$ cat config.mk
export PLATFORM = sky130hd
export DESIGN_NAME = wb_stage
export DESIGN_NICKNAME = d
export VERILOG_FILES = /design/src/rtl/wb_stage.sv
export SDC_FILE = /design/constraint.sdc
export NUM_CORES = 1
export LEC_CHECK = 0
export BUFFER_PORTS_ARGS = -buffer_cell sky130_fd_sc_hd__buf_2
export CAP_MARGIN = 30
export CORE_MARGIN = 3
export CORE_UTILIZATION = 37
export CTS_CLUSTER_DIAMETER = 120
export DETAILED_ROUTE_END_ITERATION = 8
export GPL_ROUTABILITY_DRIVEN = 0
export GPL_TIMING_DRIVEN = 0
export PLACE_DENSITY_LB_ADDON = 0.25
export SYNTH_ARGS = -nofsm -noshare
export SYNTH_HDL_FRONTEND = slang
export SYNTH_SLANG_ARGS = --single-unit
$ cat constraint.sdc
create_clock -name clk -period 10.4 [get_ports clk]
set_input_delay 1.04 -clock clk [delete_from_list [all_inputs] [get_ports clk]]
set_output_delay 1.04 -clock clk [all_outputs]
set_load 0.02 [all_outputs]
$ cat src/rtl/wb_stage.sv
// Writeback stage: registers MEM results, formats load data, selects the regfile
// write value, and owns the tohost CSR plus the cycle/instret counters.
module wb_stage #(
    parameter logic [31:0] NOP_INST    = 32'h0000_0013,
    parameter logic [3:0]  IO_ADDR_TOP = 4'b1000,
    parameter logic [11:0] CSR_TOHOST  = 12'h51E
) (
    input  logic        clk,
    input  logic        rst,
    input  logic        wb_stall,
    input  logic        wb_flush,
    input  logic [31:0] mem_pc4,
    input  logic [31:0] mem_alu,
    input  logic [31:0] mem_inst,
    input  logic [31:0] mem_dmem_dout,
    input  logic [31:0] mem_io_dout,
    input  logic        cnt_clear,
    output logic [31:0] wb_inst,
    output logic [31:0] wb_wdata,
    output logic [4:0]  wb_rd,
    output logic        wb_we,
    output logic [31:0] csr_tohost,
    output logic [31:0] cycle_cnt,
    output logic [31:0] instret_cnt
);
    localparam logic [6:0] OP_LOAD   = 7'b0000011;
    localparam logic [6:0] OP_JAL    = 7'b1101111;
    localparam logic [6:0] OP_JALR   = 7'b1100111;
    localparam logic [6:0] OP_LUI    = 7'b0110111;
    localparam logic [6:0] OP_AUIPC  = 7'b0010111;
    localparam logic [6:0] OP_OP     = 7'b0110011;
    localparam logic [6:0] OP_OPIMM  = 7'b0010011;
    localparam logic [6:0] OP_SYSTEM = 7'b1110011;

    logic [31:0] r_pc4, r_alu, r_inst;
    logic [31:0] r_tohost, r_cycle, r_instret;

    always_ff @(posedge clk or posedge rst) begin
        if (rst) begin
            r_pc4  <= '0;
            r_alu  <= '0;
            r_inst <= NOP_INST;
        end else if (wb_flush) begin
            r_pc4  <= '0;
            r_alu  <= '0;
            r_inst <= NOP_INST;
        end else if (!wb_stall) begin
            r_pc4  <= mem_pc4;
            r_alu  <= mem_alu;
            r_inst <= mem_inst;
        end
    end

    logic [6:0]  w_opcode;
    logic [2:0]  w_funct3;
    logic [4:0]  w_rd;
    logic [1:0]  w_off;
    logic [31:0] w_ld_src;
    logic [7:0]  w_bytes [4];
    logic [7:0]  w_byte;
    logic [15:0] w_half;
    logic [31:0] w_ld_data;
    logic        w_is_tohost;

    assign w_opcode = r_inst[6:0];
    assign w_funct3 = r_inst[14:12];
    assign w_rd     = r_inst[11:7];
    assign w_off    = r_alu[1:0];
    // BRAM/IO data arrives one cycle after MEM, so it is consumed unregistered here.
    assign w_ld_src = (r_alu[31:28] == IO_ADDR_TOP) ? mem_io_dout : mem_dmem_dout;

    generate
        for (genvar gi = 0; gi < 4; gi++) begin : g_bytes
            assign w_bytes[gi] = w_ld_src[8*gi +: 8];
        end
    endgenerate

    assign w_byte = w_bytes[w_off];
    assign w_half = w_off[1] ? w_ld_src[31:16] : w_ld_src[15:0];

    always_comb begin
        w_ld_data = '0;
        case (w_funct3)
            3'b000:  w_ld_data = {{24{w_byte[7]}}, w_byte};
            3'b100:  w_ld_data = {24'b0, w_byte};
            3'b001:  w_ld_data = {{16{w_half[15]}}, w_half};
            3'b101:  w_ld_data = {16'b0, w_half};
            3'b010:  w_ld_data = w_ld_src;
            default: w_ld_data = '0;
        endcase
    end

    assign w_is_tohost = (w_opcode == OP_SYSTEM) && (r_inst[31:20] == CSR_TOHOST) &&
                         ((w_funct3 == 3'b001) || (w_funct3 == 3'b101));

    logic        w_we_raw;
    logic [31:0] w_wdata;

    always_comb begin
        w_wdata  = r_alu;
        w_we_raw = 1'b0;
        case (w_opcode)
            OP_LOAD: begin
                w_wdata  = w_ld_data;
                w_we_raw = 1'b1;
            end
            OP_JAL, OP_JALR: begin
                w_wdata  = r_pc4;
                w_we_raw = 1'b1;
            end
            OP_LUI, OP_AUIPC, OP_OP, OP_OPIMM: begin
                w_wdata  = r_alu;
                w_we_raw = 1'b1;
            end
            OP_SYSTEM: begin
                if (w_is_tohost) begin
                    w_wdata  = r_tohost;
                    w_we_raw = 1'b1;
                end
            end
            default: begin
                w_wdata  = r_alu;
                w_we_raw = 1'b0;
            end
        endcase
    end

    // The instruction in WB retires on this edge even when a flush replaces it.
    always_ff @(posedge clk or posedge rst) begin
        if (rst) begin
            r_tohost <= '0;
        end else if (!wb_stall && w_is_tohost) begin
            r_tohost <= (w_funct3 == 3'b001) ? r_alu : {27'b0, r_inst[19:15]};
        end
    end

    always_ff @(posedge clk or posedge rst) begin
        if (rst) begin
            r_cycle   <= '0;
            r_instret <= '0;
        end else begin
            r_cycle <= cnt_clear ? '0 : r_cycle + 32'd1;
            if (cnt_clear)
                r_instret <= '0;
            else if (!wb_stall && (r_inst != NOP_INST))
                r_instret <= r_instret + 32'd1;
        end
    end

    assign wb_inst     = r_inst;
    assign wb_wdata    = w_wdata;
    assign wb_rd       = w_rd;
    assign wb_we       = w_we_raw && (w_rd != 5'd0);
    assign csr_tohost  = r_tohost;
    assign cycle_cnt   = r_cycle;
    assign instret_cnt = r_instret;
endmodule

==> results of run 1 <==
## cell usage after synthesis (all sizes together), types with 7 or more instances
library cell  number  area (µm²)
xor2              31       271.5
nand2            116       435.4
buf               25       153.9
a31oi             18       112.6
nand4             22       137.6
nor4               7       43.79
o21ai             73       369.1
and3               8       50.05
and2               8       50.05
dfrtp            189        4730
nor3              23       115.1
nand3             27       135.1
nor2b              7       43.79
inv               13       48.80
or3                7       43.79
xnor2             24       210.2
mux2i            130        1301
a21oi             22       110.1
and4               8       70.07
o221ai            20       175.2
a22oi             10       75.07
clkbuf            50       191.4
nor2             209       787.0
## final cells by class
type / instances / share of cell area
Clock buffer: 17 / 0.03271
Clock inverter: 14 / 0.01260
Multi-Input combinational cell: 829 / 0.3903
Inverter: 13 / 0.004329
Buffer: 75 / 0.02655
Tap cell: 372 / 0.03579
Sequential cell: 192 / 0.3697
Timing Repair Buffer: 328 / 0.1280
## metrics by stage
step / area (µm²) / util / instances
after floorplan: 10280 / - / 1109
after global placement: 12380 / 0.4568 / 1808
after detailed placement: 12420 / 0.4581 / 1809
after CTS: 13010 / 0.4799 / 1840
after global routing: 13010 / 0.4799 / 1840
final: 13010 / 0.4799 / 1840
## how the worst max path moves through the flow
| stage | cells past startpoint | endpoint | startpoint | slack [ns] |
|---|---|---|---|---|
| after global routing | 8 | wb_wdata[7] | wb_inst[20] | 5.60 |
| after detailed placement | 8 | wb_wdata[12] | wb_inst[20] | 6.25 |
| after global placement | 2 | wb_inst[9] | rst | 1.62 |
| final | 8 | wb_wdata[12] | wb_inst[20] | 5.79 |
| after floorplan | 1 | csr_tohost[0] | rst | 4.14 |
| after CTS | 8 | wb_wdata[12] | wb_inst[20] | 5.77 |
## state kept, by name (all words and copies together) (netlist names)
name	count
csr_tohost	32
instret_cnt	32
wb_inst	32
cycle_cnt	32
r_pc4	32
r_alu	32
## critical path, cell delays in order (launching register included)
cell      delay, ns
dfrtp_1        0.41
nor4_1         0.65
nand4_1        0.47
nor2_2         0.39
clkbuf_1       0.59
a22o_1         0.25
a21oi_1        0.04
o21ai_0        0.12
buf_2          0.21
## cells by family after synthesis
logic type,count (synthesis)
adders and majority gates,2
and+or+nand+nor,459
buffers and inverters,88
xor gates and xnor gates,55
AOI/OAI and AO/OA,177
DFF,192
muxes,136
## per-layer routing
metal | part of all wire | vias up
li1 | - | 4546
met1 | 0.43 | 4709
met2 | 0.49 | 379
met3 | 0.067 | 32
met4 | 0.014 | 4
met5 | 0.00037 | -
## where the power goes
| group | leakage, µW | internal (µW) | switching, µW |
|---|---|---|---|
| sequential | 0.00260 | 769 | 25.4 |
| clock | 0.000285 | 324 | 348 |
| combinational | 0.00349 | 98.9 | 170 |
==> impl_metrics.yaml, run 1 <==
run_status:
  status: "finished clean"
place:
  io_buffers: 327
  dp_hpwl_um: 28630
  pre_cts_slack_ns: 6.250
grt:
  grt_pass1_wl_um: 57930
  grt_antenna_before_repair: 2
  met3_usage: 0.05731
  grtUsageTotal: 0.2470
  grt_use_met2: 0.4200
  use_met1: 0.3243
  grt_overflow: 0
  grt_max_degree: 108
  grt.busiest_layer: "met2"
  grt_pass1_vias: 9729
worst_setup_path:
  r2r_slack_ns: 7.32
  rr_worst_depth: 7
  end_kind: "primary output"
  timing.rr.end: "csr_tohost[28]"
  crit_type: "reg -> out"
  worstReg2RegStart: "wb_inst[20]"
  cp.arrival_ns: 3.57
  cp-start-kind: "register"
  cp.required_ns: 9.36
  worstPathMaxFanout: 10
synthesis:
  synth-simple-area-share: 0.2001
  ys_ff_latch: 192
  synth.distinct_cells: 58
  synthFlopType: "dfrtp_1"
  syn_area_um2: 10280
  ys_async_sr_fraction: 1.000
  avgSynthCellArea_um2: 9.268
  seq_area_frac_synth: 0.4678
  muxShareOfSynthArea: 0.1354
  ys_warn_count: 0
  synth_nets: 1276
  synth_top_family_by_area: "simple AND/OR/NAND/NOR gates"
  synth-compound-area-share: 0.1091
  yosys.area_share.xor_xnor: 0.04687
  synth-edff-count: 0
  synthCells: 1109
  yosys.area_share.adder: 0.002435
clock_network:
  path_clk_slew_ns: 0.07
  cts.sinks: 192
  clock_path_buffers: 2
  cts-root-buf: "clkbuf_16"
  cts_tree: "done"
  hold_buffers: 0
  htree_levels: 4
  postCtsSetupBuffers: 0
  insertion_delay_ns: 0.45
  postCtsResizedCells: 0
  cts_made_buffers: 17
routing:
  vias: 9670
  postRouteAntennaNets: 0
  drt-total-wl_um: 37470
  drtPass1Iterations: 6
  avgRoutedWirePerCell_um: 20.36
  via_per_inst: 5.255
  drc: 0
  first_iter_violations: 671
worst_hold_path:
  hold_start: "csr_tohost[30]"
  hold_path_depth: 2
  hold_class: "reg -> reg"
  holdPathEnd: "csr_tohost[30]"
timing:
  setup_tns_ns: 0
  worst_pin_slew_ns: 0.8741
  rsz0062_at_grt: "false"
  hold_viol: 0
  whs_ns: 0.5054
  fin_crit_ns: 4.608
  setup_ws_ns: 5.792
  setup-violations-final: 0
  fin_crit_sh: 0.4431
  maxSlewHeadroom: 0.4157
  fin_worst_skew_ns: 0.02169
  max_freq_mhz: 217.0
  drv_slew: 0
die:
  num_rows: 60
  die_y_um: 172.7
  dieArea_um2: 29820
  ios: 331
  coreArea_um2: 27100
  die_width_um: 172.7
  initial_core_util: 0.3793
flow_run:
  maxCapViolCount: 0
finish:
  layout_commonest_cell: "buf_2"
  seq_area_um2: 4808
  drive_gt1_frac: 0.2725
  diodes: 0
  multi_input_area_um2: 5076
  area_growth_pct: 26.52
  most-common-layout-cells: "335 x buf_2, 208 x nor2_1, 189 x dfrtp_1, 130 x mux2i_1, 116 x nand2_1"
  fillers: 2659
  nNetsFinal: 1623
pwr:
  ir_drop_mv: 0.1015
  power_density_nw_per_um2: 133.5
  finalPower_uw: 1736
  leakage_uw: 0.006379
Power figures use the tool's default switching activity.
==> run 2, diff against run 1 <==
- ABC_AREA: default -> 1
- clock period: 10.4 -> 4.3 ns (I/O delays scaled with it)
==> run 2 against run 1 <==
Synthesized cell count is 53% higher; register-to-register slack worse by 5.4 ns; final cell count is 34% higher; cell area is 12% higher; wire length is 19% higher; total power is 140% higher; via count is 32% higher; non-clock buffer count is 6 higher.
==> impl_metrics.yaml, run 2 <==
run_status:
  status: "finished clean"
timing:
  rsz0062_at_grt: "false"
  maxSlewHeadroom: 0.4027
  fin_crit_sh: 0.7888
  whs_ns: 0.02504
  drv_slew: 0
  setup_tns_ns: 0
  hold_viol: 0
  fin_worst_skew_ns: 0.01591
  fin_crit_ns: 3.392
  setup_ws_ns: 0.9083
  worst_pin_slew_ns: 0.8959
  max_freq_mhz: 294.8
  setup-violations-final: 0
finish:
  final_cell_area_um2: 14600
  area_growth_pct: 24.16
  layout_commonest_cell: "nand2_1"
  drive_gt1_frac: 0.2199
  post-route-util: 0.4711
  nNetsFinal: 2219
  most-common-layout-cells: "539 x nand2_1, 346 x buf_2, 231 x inv_1, 189 x dfrtp_1, 129 x o21ai_0"
flow_run:
  maxCapViolCount: 0
clock_network:
  cts_tree: "done"
  cts.sinks: 192
  cts-root-buf: "clkbuf_16"
  cts_made_buffers: 17
  postCtsResizedCells: 0
  insertion_delay_ns: 0.45
  hold_buffers: 0
  postCtsSetupBuffers: 0
  htree_levels: 4
  clock_path_buffers: 2
  path_clk_slew_ns: 0.08
worst_setup_path:
  worstPathMaxFanout: 10
  crit_type: "reg -> out"
  cp-start-kind: "register"
  end_kind: "primary output"
  cp.required_ns: 3.87
  cp.arrival_ns: 2.96
synthesis:
  seq_area_frac_synth: 0.4090
  synth_most_common_cell: "nand2_1"
  ys_top_cells_by_area: "dfrtp_1 40%, nand2_1 17%, inv_1 7.4%"
  synth-edff-count: 0
  synth_nets: 1865
  synthCells: 1698
  ys_warn_count: 0
  synth.distinct_cells: 46
  ys_top_cells_by_count: "539 x nand2_1, 232 x inv_1, 189 x dfrtp_1"
  ys_async_sr_fraction: 1.000
  synthFlopType: "dfrtp_1"
  ys_ff_latch: 192
  syn_area_um2: 11760
  synth_top_cell_by_area: "dfrtp_1"
  avgSynthCellArea_um2: 6.924
  synth_top_area_share: 0.4023
die:
  die_y_um: 184.3
  num_rows: 64
  coreArea_um2: 30990
  die_width_um: 184.3
  dieArea_um2: 33950
  ios: 331
  initial_core_util: 0.3794
routing:
  drtPass1Iterations: 5
  postRouteAntennaNets: 0
  via_per_inst: 5.186
  drt-total-wl_um: 44510
  vias: 12770
  avgRoutedWirePerCell_um: 18.07
  drc: 0
  first_iter_violations: 961
grt:
  grtUsageTotal: 0.2585
  grt_overflow: 0
  grt_pass1_vias: 12240
  grt_antenna_before_repair: 2
  grt_pass1_wl_um: 68020
  grt_max_degree: 42
pwr:
  p_sw_uw: 1305
  ir_drop_mv: 0.2216
  seq_power_share: 0.450
  pwr-share-comb: 0.169
  internal_power_uw: 2933
  p_clk_frac: 0.381
  power_density_nw_per_um2: 290.3
  swShare: 0.3079
  leakage_uw: 0.007503
place:
  io_buffers: 329
  dp_hpwl_um: 35270
  pre_cts_slack_ns: 1.367
  place_area_um2: 14010
worst_hold_path:
  hold_class: "in -> async"
==> run 2: cell count changes in the layout (fill, tap and decap cells not counted), sizes merged, moves of 25 or more <==
cell   delta
nor2     -68
o21ai    +92
inv     +223
nand2   +426
o31ai    +25
nand4    +42
nand3    +60
mux2i   -130
==> run 2: per-layer routing <==
metal  global-route usage  part of all wire  wire, µm  vias up
met5                    0                 0         0        -
met4              0.07590             0.023      1005        0
met3              0.04756             0.070      3115       59
met2               0.4441              0.49     21610      520
met1               0.3337              0.42     18780     6037
li1                     -                 -         -     6158
==> run 2: worst max-delay path, stage by stage (launching register included) <==
cell and delay [ns]:
dfstp_2 0.54, nand2_1 0.13, inv_2 0.08, nand2_1 0.10, nor2_2 0.23, nand4_2 0.35, clkbuf_1 0.44, nand2_1 0.15
nand2_1 0.06, a21oi_1 0.12, nand3_1 0.12, buf_2 0.19
==> run 2: cell families after synthesis <==
group | after synthesis | share of synthesized area
compound gates | 269 | 0.1367
xor+xnor | 20 | 0.01490
fa+ha+maj | 2 | 0.002128
buf+inv | 318 | 0.1088
flops | 192 | 0.4090
simple gates | 897 | 0.3285
==> run 2: final cells by class <==
class | instances | area [µm²]
diodes | 2 | 5.005
plain buffers | 74 | 362.8
clock buffers | 19 | 452.9
clock inverters | 13 | 128.9
fillers | 3253 | 16390
inverters | 244 | 919.6
multi-input cells | 1188 | 5670
flip-flops and latches | 192 | 4808
well taps | 396 | 495.5
repair buffers | 335 | 1754
==> run 2: worst paths after layout <==
path / cells after the start / slack [ns] / startpoint / end
hold reg to reg: 1 / 0.51 / r_pc4[2] / r_pc4[2]
hold / removal: 2 / 0.03 / rst / r_pc4[29]
max in group asynchronous: 5 / 3.19 / rst / r_alu[5]
setup / recovery: 11 / 0.91 / wb_inst[1] / wb_wdata[4]
setup reg to reg: 9 / 1.94 / wb_inst[1] / csr_tohost[27]
min in group clk: 3 / 0.19 / mem_inst[27] / wb_inst[27]
==> run 2: power groups by stage <==
stage	clock network (µW)	registers, µW	logic [µW]
2_1_floorplan	0	1960	392
3_3_place_gp	0	1940	699
3_5_place_dp	0	1940	716
4_1_cts	1650	1910	720
5_1_grt	1730	1910	792
6_report	1610	1910	717
==> run 2: metrics by stage <==
stage,total power [µW],cells
after global placement,2639,2423
after global routing,4436,2463
after floorplan,2348,1698
after detailed placement,2657,2429
final,4238,2463
after CTS,4272,2461
